`config.mk`:
```
export PLATFORM = sky130hd
export DESIGN_NAME = root_5_en_multi_cycle
export DESIGN_NICKNAME = d
export VERILOG_FILES = /design/src/rtl/root_5_en_multi_cycle.sv
export SDC_FILE = /design/constraint.sdc
export NUM_CORES = 1
export LEC_CHECK = 0
export CORE_MARGIN = 2
export CORE_UTILIZATION = 60
export DETAILED_ROUTE_END_ITERATION = 12
export PLACE_DENSITY = 0.82
export SYNTH_ARGS = -nofsm -noshare
export SYNTH_HDL_FRONTEND = slang
export SYNTH_SLANG_ARGS = --single-unit
```
`constraint.sdc`:
```
create_clock -name clk -period 7.3 [get_ports clk]
set_clock_uncertainty 0.15 [all_clocks]
set_input_delay 1.46 -clock clk [delete_from_list [all_inputs] [get_ports clk]]
set_output_delay 1.46 -clock clk [all_outputs]
set_load 0.03 [all_outputs]
```
`src/rtl/root_5_en_multi_cycle.sv`:
```
// Integer fifth root by bit-serial binary search with one iterated multiplier.
// Optional ROOT_5_REMAINDER_EN adds rem = arg - res^5.
module root_5_en_multi_cycle #(
   parameter int w = 8
) (
   input  logic                   clk,
   input  logic                   rst_n,
   input  logic                   clk_en,
   input  logic                   arg_vld,
   input  logic [w-1:0]           arg,
   output logic                   busy,
   output logic                   res_vld,
`ifdef ROOT_5_REMAINDER_EN
   output logic [w-1:0]           rem,
`endif
   output logic [(w+4)/5-1:0]     res
);

   localparam int rw = (w + 4) / 5;
   localparam int pw = 5 * rw;
   localparam int bw = (rw > 1) ? $clog2(rw) : 1;
   localparam logic [rw-1:0] top = rw'(1) << (rw - 1);

   typedef enum logic {IDLE, CALC} state_t;

   state_t        state;
   logic [w-1:0]  a;
   logic [bw-1:0] b;
   logic [rw-1:0] r;
   logic [rw-1:0] t;
   logic [pw-1:0] p;
   logic [1:0]    s;
`ifdef ROOT_5_REMAINDER_EN
   logic [pw-1:0] pr;
`endif

   logic [pw-1:0] q;
   logic          hit;
   logic [rw-1:0] bit_b;
   logic [rw-1:0] r_new;
   logic [rw-1:0] t_next;

   // bit_b >> 1 is the next trial bit, valid whenever b > 0
   always_comb begin
      q      = p * pw'(t);
      hit    = q <= pw'(a);
      bit_b  = rw'(1) << b;
      r_new  = hit ? (r | bit_b) : r;
      t_next = r_new | (bit_b >> 1);
   end

   always_ff @(posedge clk or negedge rst_n) begin
      if (!rst_n) begin
         state   <= IDLE;
         busy    <= 1'b0;
         res_vld <= 1'b0;
         res     <= '0;
         a       <= '0;
         b       <= '0;
         r       <= '0;
         t       <= '0;
         p       <= '0;
         s       <= '0;
`ifdef ROOT_5_REMAINDER_EN
         pr      <= '0;
         rem     <= '0;
`endif
      end else if (clk_en) begin
         res_vld <= 1'b0;
         case (state)
            IDLE: begin
               if (arg_vld) begin
                  a     <= arg;
                  b     <= bw'(rw - 1);
                  r     <= '0;
                  t     <= top;
                  p     <= pw'(top);
                  s     <= '0;
                  busy  <= 1'b1;
                  state <= CALC;
`ifdef ROOT_5_REMAINDER_EN
                  pr    <= '0;
`endif
               end
            end
            CALC: begin
               if (s != 2'd3) begin
                  p <= q;
                  s <= s + 2'd1;
               end else begin
                  r <= r_new;
`ifdef ROOT_5_REMAINDER_EN
                  if (hit) pr <= q;
`endif
                  if (b != '0) begin
                     b <= b - bw'(1);
                     t <= t_next;
                     p <= pw'(t_next);
                     s <= '0;
                  end else begin
                     res     <= r_new;
                     res_vld <= 1'b1;
                     busy    <= 1'b0;
                     state   <= IDLE;
`ifdef ROOT_5_REMAINDER_EN
                     rem     <= a - w'(hit ? q : pr);
`endif
                  end
               end
            end
            default: begin
               state <= IDLE;
               busy  <= 1'b0;
            end
         endcase
      end
   end

endmodule

```
==> out/qor.txt, run 1 <==
Reg area = 750.7 µm²
setup violators final = 0
top cell type's share of synthesized area = 39.68%
crit-path cells = and2_1, ha_1, inv_1, fa_1, nand2b_1, a21oi_2, a21o_1, a21oi_2, xnor2_1, ha_1, nand3_1, o311ai_1, nand3b_4, o21ai_1
startpoint types = flip-flop
area grow syn2layout = 13.29%
vias in the first global route = 1,583
cts bufs inserted = 5
Largest delay share family, worst path = compound AO/OA/AOI/OAI gates
CTS clk-pin slew, worst paths = 0.09 ns
final hold vios = 0
drt first pass iters = 4
crit path max fanout = 13
FP Rows = 20
gpl congestion = 0.8254
CTS Root Cell = clkbuf_4
count leader, synth = dfrtp_1
Hold Path Sink = a[2]
Slew headroom = 69.61%
Syn Nets = 227
initial antenna violation count = 0
worst hold path depth = 1
setup_tns = 0 ns
Max Fclk = 280.1 MHz
Post-synth top cells = dfrtp_1 (30), nand2_1 (25), ha_1 (17), inv_1 (16)
post-synthesis sequential area ratio = 39.68%
worst setup path category = reg -> reg
Final Cycle Share = 48.91%
CTS tree = done
# IOs = 16
Period minus WS final = 3.571 ns
WP buf/inv = 1
power density cells = 395.6 nW/µm²
Detailed Route Iter0 Violations = 57
Leak = 1.039 nW
Worst setup EP type = flip-flop
final hold slack = 0.3530 ns
ANT cells = 0
worst reg2reg endpoint = r[0]
IO Port Bufs = 15
core area = 3028 µm²
H-tree levels = 2
Max Root-Sink Buffers = 2
DR DRC count = 0
RSZ-0062 raised after global routing = no
Filler cells = 241
Syn Inst Count = 197
Synth area leaders = dfrtp_1 (40%), ha_1 (11%), nand2_1 (5.0%)
via/cell ratio = 5.565
dominant synthesized flop cell = dfrtp_1
Distinct cells, synth = 38
crit path DAT = 3.67 ns
Mean Syn Cell Area = 9.603 µm²
Worst Max-Slew Pin Slew = 0.4542 ns
Hold WC Path Type = reg -> reg
nets = 245
status = complete, no violations
Cell Area, Synth = 1892 µm²
synthesized flop and latch total = 30
Multi-input gate area = 1060 µm²
Tot Pwr = 0.8480 mW
first-pass GRT wire length = 6872 µm
Slew Limit Fails = 0
Clock Latency Late Sink = 0.33 ns
Peak VDD IR = 253.3 µV
ys async rst share = 100.0%
# hold bufs at CTS = 0
Starting Density = 62.48%
Yosys warnings = 0
total track usage = 25.87%
Die Width = 60.15 µm
total gr overflow = 0
total number of vias = 1,447
DR WL/cell = 14.23 µm
largest net degree at the start of global routing = 31
DP Wirelength = 2939 µm
CTS resizes = 0
reg2reg setup slack = 3.73 ns
HP Start = a[2]
Crit path largest cell delay = 0.57 ns
slowest stage cell, crit path = dfrtp_1
post-CTS setup buffer count = 0
die area = 3618 µm²
worst-case reg-to-reg path depth = 14
remaining antenna violation count = 0
ratio of cells with drive above 1 in the final layout = 12.50%
required time of the critical path = 7.40 ns
chip height = 60.15 µm
post-synth top area cell = dfrtp_1
Worst R2R Start = t[0]
Clock Sinks = 30
number of synthesized flops with an enable pin = 0
Max-cap violations = 0
routed wire length = 3700 µm
==> report_power, final <==
group | switching [mW] | leakage, nW | internal [mW] | total, mW
Sequential | 0.0652 | 0.371 | 0.239 | 0.304
Combinational | 0.242 | 0.633 | 0.202 | 0.443
Clock | 0.0540 | 0.0353 | 0.0466 | 0.101
Total | 0.361 | 1.04 | 0.487 | 0.848
==> area by class of cell <==
type	instances	area share, %
Tap cell	44	2.569
Timing Repair Buffer	16	7.355
Multi-Input combinational cell	146	49.45
Clock buffer	7	2.569
Clock inverter	1	0.2335
Inverter	16	2.802
Sequential cell	30	35.03
==> placed cells by master (no fill, tap or decap), types with 2 or more instances in the layout <==
master,synthesis,final
dfrtp_1,30,30
nand2_1,25,25
ha_1,17,17
inv_1,16,16
clkdlybuf4s50_1,0,15
and2_1,14,14
a21oi_1,14,14
o21ai_0,9,9
o21ai_1,7,7
mux2_2,7,7
a22o_1,7,7
nor2_1,6,6
a21o_1,5,5
clkbuf_4,0,5
xnor2_1,4,4
nand3_1,4,4
a21oi_2,3,3
nor2_2,2,2
xor2_1,2,2
mux2_1,2,2
==> per-layer routing <==
| metal | vias up | track usage (%) | part of all wire, % |
|---|---|---|---|
| met1 | 701 | 32.55 | 43 |
| met5 | - | 0 | 0 |
| met3 | 8 | 5.628 | 2.9 |
| met4 | 0 | 9.206 | 2.0 |
| li1 | 718 | - | - |
| met2 | 20 | 43.63 | 52 |
==> cells by family (layout without fill, tap and decap cells) <==
logic type / after synthesis / after routing / synth area share [%]
and+or+nand+nor: 58 / 58 / 15.94
AOI/OAI and AO/OA: 53 / 53 / 18.25
DFF: 30 / 30 / 39.68
buffers and inverters: 21 / 40 / 4.299
adders and majority gates: 18 / 18 / 12.30
muxes: 10 / 10 / 5.886
xor gates and xnor gates: 7 / 7 / 3.638
==> flip-flops by register name, indices dropped and copies added, names as in the netlist <==
| register | flops |
|---|---|
| busy | 1 |
| t | 2 |
| res_vld | 1 |
| state | 1 |
| res | 2 |
| a | 8 |
| p | 10 |
| s | 2 |
| r | 2 |
| b | 1 |
==> worst max path at each step <==
stage | from | to | slack, ns | cells after the start
after floorplan | t[0] | t[1] | 4.03 | 15
after global placement | t[0] | res[0] | 3.92 | 14
after detailed placement | t[0] | r[0] | 3.72 | 14
after CTS | t[0] | r[0] | 3.71 | 14
after global routing | t[0] | r[0] | 3.51 | 14
final | t[0] | r[0] | 3.73 | 14
==> worst reg2reg max path: cells and delay by family, from the launching register on <==
family | cells | cell delay, ns
AND/OR/NAND/NOR | 4 | 0.60
adder cells (fa/ha/maj) | 3 | 0.91
XOR/XNOR | 1 | 0.15
flip-flops | 1 | 0.57
AO/OA/AOI/OAI | 5 | 1.02
buffers and inverters | 1 | 0.07
==> per-stage QoR <==
step | worst slack, ns | instance area [µm²] | util [%] | instances
floorplan | 4.026 | 1892 | - | 197
global placement | 3.922 | 2083 | 68.80 | 252
detailed placement | 3.717 | 2083 | 68.80 | 252
CTS | 3.714 | 2143 | 70.79 | 260
global route | 3.513 | 2143 | 70.79 | 260
finish | 3.729 | 2143 | 70.79 | 260
No activity file was read; power rests on OpenSTA's default activity.
==> run 2: changes to the inputs <==
--- a/config.mk
+++ b/config.mk
@@ -6,9 +6,9 @@
 export NUM_CORES = 1
 export LEC_CHECK = 0
 export CORE_MARGIN = 2
-export CORE_UTILIZATION = 60
+export CORE_UTILIZATION = 52
 export DETAILED_ROUTE_END_ITERATION = 12
-export PLACE_DENSITY = 0.82
+export PLACE_DENSITY = 0.76
 export SYNTH_ARGS = -nofsm -noshare
 export SYNTH_HDL_FRONTEND = slang
 export SYNTH_SLANG_ARGS = --single-unit
==> constraint.sdc (replaced) <==
create_clock -name clk -period 3.25 [get_ports clk]
set_clock_uncertainty 0.15 [all_clocks]
set_input_delay 0.65 -clock clk [delete_from_list [all_inputs] [get_ports clk]]
set_output_delay 0.65 -clock clk [all_outputs]
set_load 0.03 [all_outputs]
==> out/qor.txt, run 2 (synthesis results as in run 1) <==
drt first pass iters = 4 (unchanged)
Hold WC Path Type = reg -> reg
required time of the critical path = 3.34 ns (-4.06 ns)
Reg area = 750.7 µm² (unchanged)
area grow syn2layout = 25.40%
Max Fclk = 316.3 MHz (+13%)
chip height = 64.32 µm (+6.9%)
Comb power frac = 60.0% (+7.7 points)
startpoint types = flip-flop
total number of vias = 1,512 (+4.5%)
Final Cycle Share = 97.27% (+48 points)
# IOs = 16 (unchanged)
worst setup slack after layout = 0.08877 ns (-3.641 ns)
Detailed Route Iter0 Violations = 89 (+56%)
Slew headroom = 67.91% (-1.7 points)
CTS tree = done
IO Port Bufs = 15 (unchanged)
final hold vios = 0 (unchanged)
most frequent cells in the layout = dfrtp_1 (30), nand2_1 (23), inv_1 (16), clkdlybuf4s50_1 (15), ha_1 (14)
worst-case reg-to-reg path depth = 15 (+1)
DR DRC count = 0 (unchanged)
DP Wirelength = 3053 µm (+3.9%)
total track usage = 21.34% (-4.5 points)
power density cells = 935.5 nW/µm² (+140%)
Max Root-Sink Buffers = 2 (unchanged)
final hold slack = 0.3469 ns (-0.006180 ns)
Clock power frac = 9.5% (-2.4 points)
worst setup path category = reg -> reg
Clock Sinks = 30 (unchanged)
Leak = 1.138 nW (+9.4%)
crit path max fanout = 5 (-8)
initial antenna violation count = 0 (unchanged)
biggest regs = p: 10 flops, a: 8 flops
die area = 4136 µm² (+14%)
Switching Power = 0.9707 mW (+170%)
nets = 257 (+4.9%)
DR WL/cell = 15.42 µm (+8.3%)
routed wire length = 4193 µm (+13%)
CTS clk-pin slew, worst paths = 0.08 ns (about the same)
Filler cells = 257 (+6.6%)
switching share of power = 43.74% (+1.2 points)
internal power = 1.249 mW (+160%)
Slew Limit Fails = 0 (unchanged)
Worst Max-Slew Pin Slew = 0.4796 ns (+0.02544 ns)
Period minus WS final = 3.161 ns (-0.4094 ns)
Post-Place Worst Slack = 0.03642 ns (-3.681 ns)
vias in the first global route = 1,514 (-4.4%)
largest net degree at the start of global routing = 31 (unchanged)
status = complete, no violations
FP Rows = 21 (+5.0%)
Die Width = 64.32 µm (+6.9%)
Max-cap violations = 0 (unchanged)
gpl congestion = 0.8662 (+4.9%)
Largest register FFs = 10 (unchanged)
core area = 3416 µm² (+13%)
total gr overflow = 0 (unchanged)
Largest Register = p
crit path DAT = 3.25 ns (-0.42 ns)
Clock Latency Late Sink = 0.32 ns (about the same)
Starting Density = 55.38% (-7.1 points)
Peak VDD IR = 557.8 µV (+120%)
via/cell ratio = 5.559 (-0.12%)
ratio of cells with drive above 1 in the final layout = 26.99% (+14 points)
setup violators final = 0 (unchanged)
remaining antenna violation count = 0 (unchanged)
worst hold path depth = 1 (unchanged)
CTS Root Cell = clkbuf_4
ANT cells = 0 (unchanged)
commonest non-fill, non-tap cell in the layout = dfrtp_1
H-tree levels = 2 (unchanged)
sequential share of power = 30.6% (-5.3 points)
Worst setup EP type = flip-flop
cts bufs inserted = 5 (unchanged)
first-pass GRT wire length = 6872 µm (unchanged)
Multi-input gate area = 1197 µm² (+13%)
==> run 2: cell types whose count changed in the layout (fill, tap and decap cells not counted), moves of 3 or more <==
cell and delta:
o21ai_1 -4, a21oi_1 -3, o21ai_2 +4, ha_4 +3, and2_4 +4, buf_4 +10
and2_1 -4, ha_1 -3
==> run 2: worst paths after layout <==
| path | slack, ns | endpoint | start |
|---|---|---|---|
| max in group asynchronous | 2.10 | a[1] | rst_n |
| hold / removal | 0.35 | a[2] | a[2] |
| setup / recovery | 0.09 | res[0] | t[0] |
| min in group asynchronous | 0.57 | p[9] | rst_n |
| hold reg to reg | 0.35 | a[2] | a[2] |
| setup reg to reg | 0.09 | res[0] | t[0] |
==> run 2: through the flow <==
| stage | setup TNS [ns] | instance area (µm²) | instances | total power [mW] | util, % |
|---|---|---|---|---|---|
| 5_1_grt | -0.1831 | 2372 | 272 | 2.395 | 69.45 |
| 2_1_floorplan | 0 | 1899 | 197 | 1.430 | - |
| 3_3_place_gp | 0 | 2131 | 259 | 1.660 | 62.38 |
| 3_5_place_dp | 0 | 2131 | 259 | 1.735 | 62.38 |
| 6_report | 0 | 2372 | 272 | 2.219 | 69.45 |
| 4_1_cts | 0 | 2182 | 265 | 1.947 | 63.88 |
==> run 2: critical path, cell delays in order, from the launching register on <==
cell and delay [ns]:
dfrtp_1 0.43, and2_4 0.18, ha_4 0.12, inv_1 0.05, fa_2 0.37, nand2b_4 0.16, a21oi_4 0.15, a21o_1 0.14
a21oi_2 0.07, xnor2_2 0.16, ha_1 0.33, a21oi_2 0.18, o2111ai_2 0.15, o311ai_4 0.11, nand3b_4 0.16, o21ai_2 0.16
==> run 2: metal layers <==
| metal | global-route usage [%] | routed length [µm] | vias to the layer above |
|---|---|---|---|
| li1 | - | - | 741 |
| met1 | 25.89 | 1839 | 735 |
| met2 | 37.50 | 2148 | 27 |
| met3 | 4.754 | 142 | 9 |
| met4 | 6.915 | 63 | 0 |
| met5 | 0 | 0 | - |
==> run 2: final cells by class <==
type	count	area share (%)
Tap cell	46	2.426
Sequential cell	30	31.65
Multi-Input combinational cell	146	50.47
Inverter	16	2.532
Timing Repair Buffer	28	10.76
Clock buffer	6	2.162
==> run 2: what timing repair did <==
action	CTS	global route
hold buffers	0	0
setup buffers	0	7
endpoints found under the setup margin	0	5
gates resized for setup	0	28
==> run 2: power groups by stage <==
stage | logic [mW] | registers [mW] | clock network, mW
detailed placement | 1.06 | 0.674 | 0
floorplan | 0.768 | 0.662 | 0
CTS | 1.07 | 0.666 | 0.212
finish | 1.33 | 0.678 | 0.210
global placement | 1.00 | 0.660 | 0
global route | 1.46 | 0.702 | 0.229
==> edit 1: new RTL, flow settings as in run 2 <==
Make the reset (`rst_n`) synchronous in one clocked block.
--- a/src/rtl/root_5_en_multi_cycle.sv
+++ b/src/rtl/root_5_en_multi_cycle.sv
@@ -49,7 +49,7 @@
       t_next = r_new | (bit_b >> 1);
    end
 
-   always_ff @(posedge clk or negedge rst_n) begin
+   always_ff @(posedge clk) begin
       if (!rst_n) begin
          state   <= IDLE;
          busy    <= 1'b0;
Check against the original RTL: differs if rst_n is asserted again (counterexample within 4 cycles, from zero or initial values and one cycle with rst_n low); with rst_n held inactive, the same outputs for 10 cycles.
==> edit 1 against run 2 <==
- core utilization shrank 2.6 points
- via count increased by 6.6%
- non-clock buffer count grew 7
- design area down 5.2%
- critical endpoint is now res[0]
- wire length fell by 8.3%
- largest cell class unchanged
- sequential cell count unchanged
- final cell count up 11%
- highest routed layer unchanged
- synthesized area shrank 3.5%
- setup slack got worse by 0.069 ns
Power is left out: it rests on default switching activity, and per cell area and clock period it moved more than threefold.
==> edit 1: results (changes against run 2) <==
metric,value,unit,change
reg2reg_depth,14,,was 15
grtUsageTotal,21.7,%,was 21.3%
final_util,66.9,%,was 69.5%
ys_top_cells_by_count,"dfxtp_1 (30), nand2_1 (29), a21oi_1 (22), nor2_1 (19), ha_1 (17)",,"was dfrtp_1 (30), nand2_1 (25), ha_1 (17), inv_1 (16)"
synth_mux_area_share,0.548,%,was 5.89%
dp_hpwl,2.89,mm,was 3.05 mm
grt_pass1_wl,6.88,mm,was 6.87 mm
avgRoutedWirePerCell,12.7,um,was 15.4 um
bufAreaShareNonClock,13.3,%,was 10.8%
drt_iter0_markers,69,,was 89
r2r_start,t[0],,unchanged
multi_input_area,1180,um2,was 1200 um2
clk_share,2.28,%,was 2.16%
status,completed,,unchanged
dr_total_vias,1612,,was 1512
place_congestion,0.825,,was 0.866
worst_pin_slew,0.958,ns,was 0.480 ns
synth.top_cells.by_area,"dfxtp_1 (33%), ha_1 (12%), a21oi_1 (6.0%)",,"was dfrtp_1 (40%), ha_1 (11%), nand2_1 (5.0%)"
multi_input_gates,170,,was 146
crit_start,t[0],,unchanged
placed_area,2120,um2,was 2130 um2
fillers,305,,was 257
drive_gt1_share,19.1,%,was 27.0%
pre_cts_slack,-0.114,ns,was 0.0364 ns
synthArstFlopShare,0,%,was 100%
synth_compound_area_share,23.0,%,was 18.3%
inv_count,15,,was 16
synthAdderAreaFrac,12.7,%,was 12.3%
grt_max_degree,20,,was 31
synth_nets,254,,was 227
buffers,35,,was 28
synth_top_flop_cell,dfxtp_1,,was dfrtp_1
core_area,3360,um2,was 3420 um2
avgSynthCellArea,8.15,um2,was 9.60 um2
max_stage_delay,0.37,ns,was 0.43 ns
synth-xor-area-share,3.36,%,was 3.64%
synth-seq-area-share,32.9,%,was 39.7%
seqCellArea,604,um2,was 751 um2
cts_setup_buffers,7,,was 0
==> edit 1: changes by cell type in the layout (fill, tap and decap cells not counted), moves of 7 or more <==
cell,before,now
buf_4,11,20
nor2_1,5,19
a21oi_1,11,21
a22oi_1,0,9
dfrtp_1,30,0
mux2_2,7,0
dfxtp_1,0,27
o21ai_0,9,2
a22o_1,7,0
==> edit 1: how the worst min path moves through the flow <==
stage	start	to	slack, ns	cells past startpoint
5_1_grt	a[6]	a[6]	0.33	2
2_1_floorplan	a[1]	a[1]	0.29	2
4_1_cts	a[7]	a[7]	0.31	2
3_3_place_gp	a[4]	a[4]	0.29	2
3_5_place_dp	a[7]	a[7]	0.30	2
6_report	a[6]	a[6]	0.31	2
==> edit 1: per-layer routing <==
layer / track usage [%] / share of wire (%)
met5: 0 / 0
met2: 37.2 / 48
met1: 26.6 / 47
met4: 6.52 / 1.3
met3: 5.89 / 4.4
==> edit 2: new RTL, flow settings as in run 2 <==
Made on the original files. Build with the macro `ROOT_5_REMAINDER_EN` defined.
--- a/src/rtl/root_5_en_multi_cycle.sv
+++ b/src/rtl/root_5_en_multi_cycle.sv
@@ -1,5 +1,7 @@
 // Integer fifth root by bit-serial binary search with one iterated multiplier.
 // Optional ROOT_5_REMAINDER_EN adds rem = arg - res^5.
+`define ROOT_5_REMAINDER_EN
+
 module root_5_en_multi_cycle #(
    parameter int w = 8
 ) (
Behaviour (old outputs only; new: rem): unchanged (Yosys induction, for registers that start in step).
==> edit 2 against run 2 <==
- the flow now finishes with violations (negative setup slack)
- sequential cell count is 16 higher
- wire length is 89% higher
- non-clock buffer count grew 62
- setup slack worse by 1.4 ns
- design area grew 68%
- core utilization is 7.7 points higher
- count of clock-buffer cells in the layout shrank 1
- synthesized area is 49% higher
- critical path type unchanged
- highest routed layer unchanged
Power is not shown: default switching activity piles up to over one toggle a cycle in this logic, so the estimate is an artifact.
==> edit 2: results (changes against run 2) <==
metric,value,unit,change
dp_hpwl,5.12,mm,was 3.05 mm
buffers,90,,was 28
vias_per_cell,5.61,,was 5.56
bufAreaShareNonClock,19.1,%,was 10.8%
instances_no_fill,465,,was 272
tns,-13.54,ns,was 0 ns
r2r_start,t[1],,was t[0]
synth.top_cells.by_area,"dfrtp_1 (41%), ha_1 (11%), nand2_1 (5.0%)",,"was dfrtp_1 (40%), ha_1 (11%), nand2_1 (5.0%)"
yosysUniqueCellTypes,42,,was 38
multi_input_gates,231,,was 146
firstDrtPassIters,5,,was 4
place_congestion,0.926,,was 0.866
hold_viol_final,0,,unchanged
violations,negative setup slack,,
grt_pass1_wl,12.6,mm,was 6.87 mm
inv_count,20,,was 16
max_stage_delay,0.37,ns,was 0.43 ns
multi_input_area,1800,um2,was 1200 um2
multi_input_area_share,45.0,%,was 50.5%
placed_area,3580,um2,was 2130 um2
worst_pin_slew,1.05,ns,was 0.480 ns
dominant-cell-class,multi-input combinational cells,,unchanged
synth-seq-area-share,40.7,%,was 39.7%
avgRoutedWirePerCell,17.0,um,was 15.4 um
clk_share,2.95,%,was 2.16%
regMostFlops,p,,unchanged
fin_ws,-1.36,ns,was 0.0888 ns
antenna_found_initial,0,,unchanged
tap_cells,70,,was 46
fillers,352,,was 257
synth_nets,343,,was 227
ys_top_cells_by_count,"dfrtp_1 (46), nand2_1 (38), o21ai_0 (25), ha_1 (24), nor2_1 (23)",,"was dfrtp_1 (30), nand2_1 (25), ha_1 (17), inv_1 (16)"
synthCells,305,,was 197
crit_type,flip-flop to flip-flop,,unchanged
drt_iter0_markers,133,,was 89
status,"finished, violations left",,was completed
clockBufferCount,5,,was 6
dp_cells,442,,was 259
grtUsageTotal,26.7,%,was 21.3%
nNetsFinal,432,,was 257
setup_viol,20,,was 0
drive_gt1_share,30.4,%,was 27.0%
synth-seq-cells,46,,was 30
whs,0.342,ns,was 0.347 ns
grt_pass1_vias,2584,,was 1514
seq_share,28.8,%,was 31.6%
min_to,busy,,was a[2]
cts-root-buf,clkbuf_8,,was clkbuf_4
hold_start,busy,,was a[2]
reg2reg_depth,23,,was 15
slowest_stage,dfrtp_1,,unchanged
rr_endpoint,rem[6],,was res[0]
clk_pin_slew,0.11,ns,was 0.08 ns
grt_max_degree,47,,was 31
io_buffer_count,23,,was 15
[edit 2: routing by layer]
metal	GRT usage, %	wire, um	up-vias
li1	-	-	1254
met1	34.2	3400	1285
met2	46.3	4030	54
met3	3.72	280	17
met4	8.93	202	0
met5	0	0	-
[edit 2: cells by family after synthesis]
group           count (synthesis)  share of synthesized area (%)
buf+inv                        28                           3.85
xor+xnor                       10                           3.10
simple gates                  103                           18.0
mux                             7                           2.48
fa+ha+maj                      26                           12.0
flops                          46                           40.7
compound gates                 85                           19.8
[edit 2: worst max-delay path by stage]
stage               depth (start not counted)      to  slack [ns]
floorplan                                  25  rem[6]       -1.41
global route                               25  rem[6]       -1.63
detailed placement                         24  rem[6]       -1.44
CTS                                        22  rem[6]       -1.33
finish                                     23  rem[6]       -1.36
global placement                           24  rem[6]       -1.33
[edit 2: repair_timing]
action	in CTS	in global routing
setup endpoints to repair	21	21
endpoints found under the hold margin	0	0
gates resized for setup	15	25
gates cloned	1	0
buffers inserted	6	8
pin swaps	25	19
hold buffers	0	0
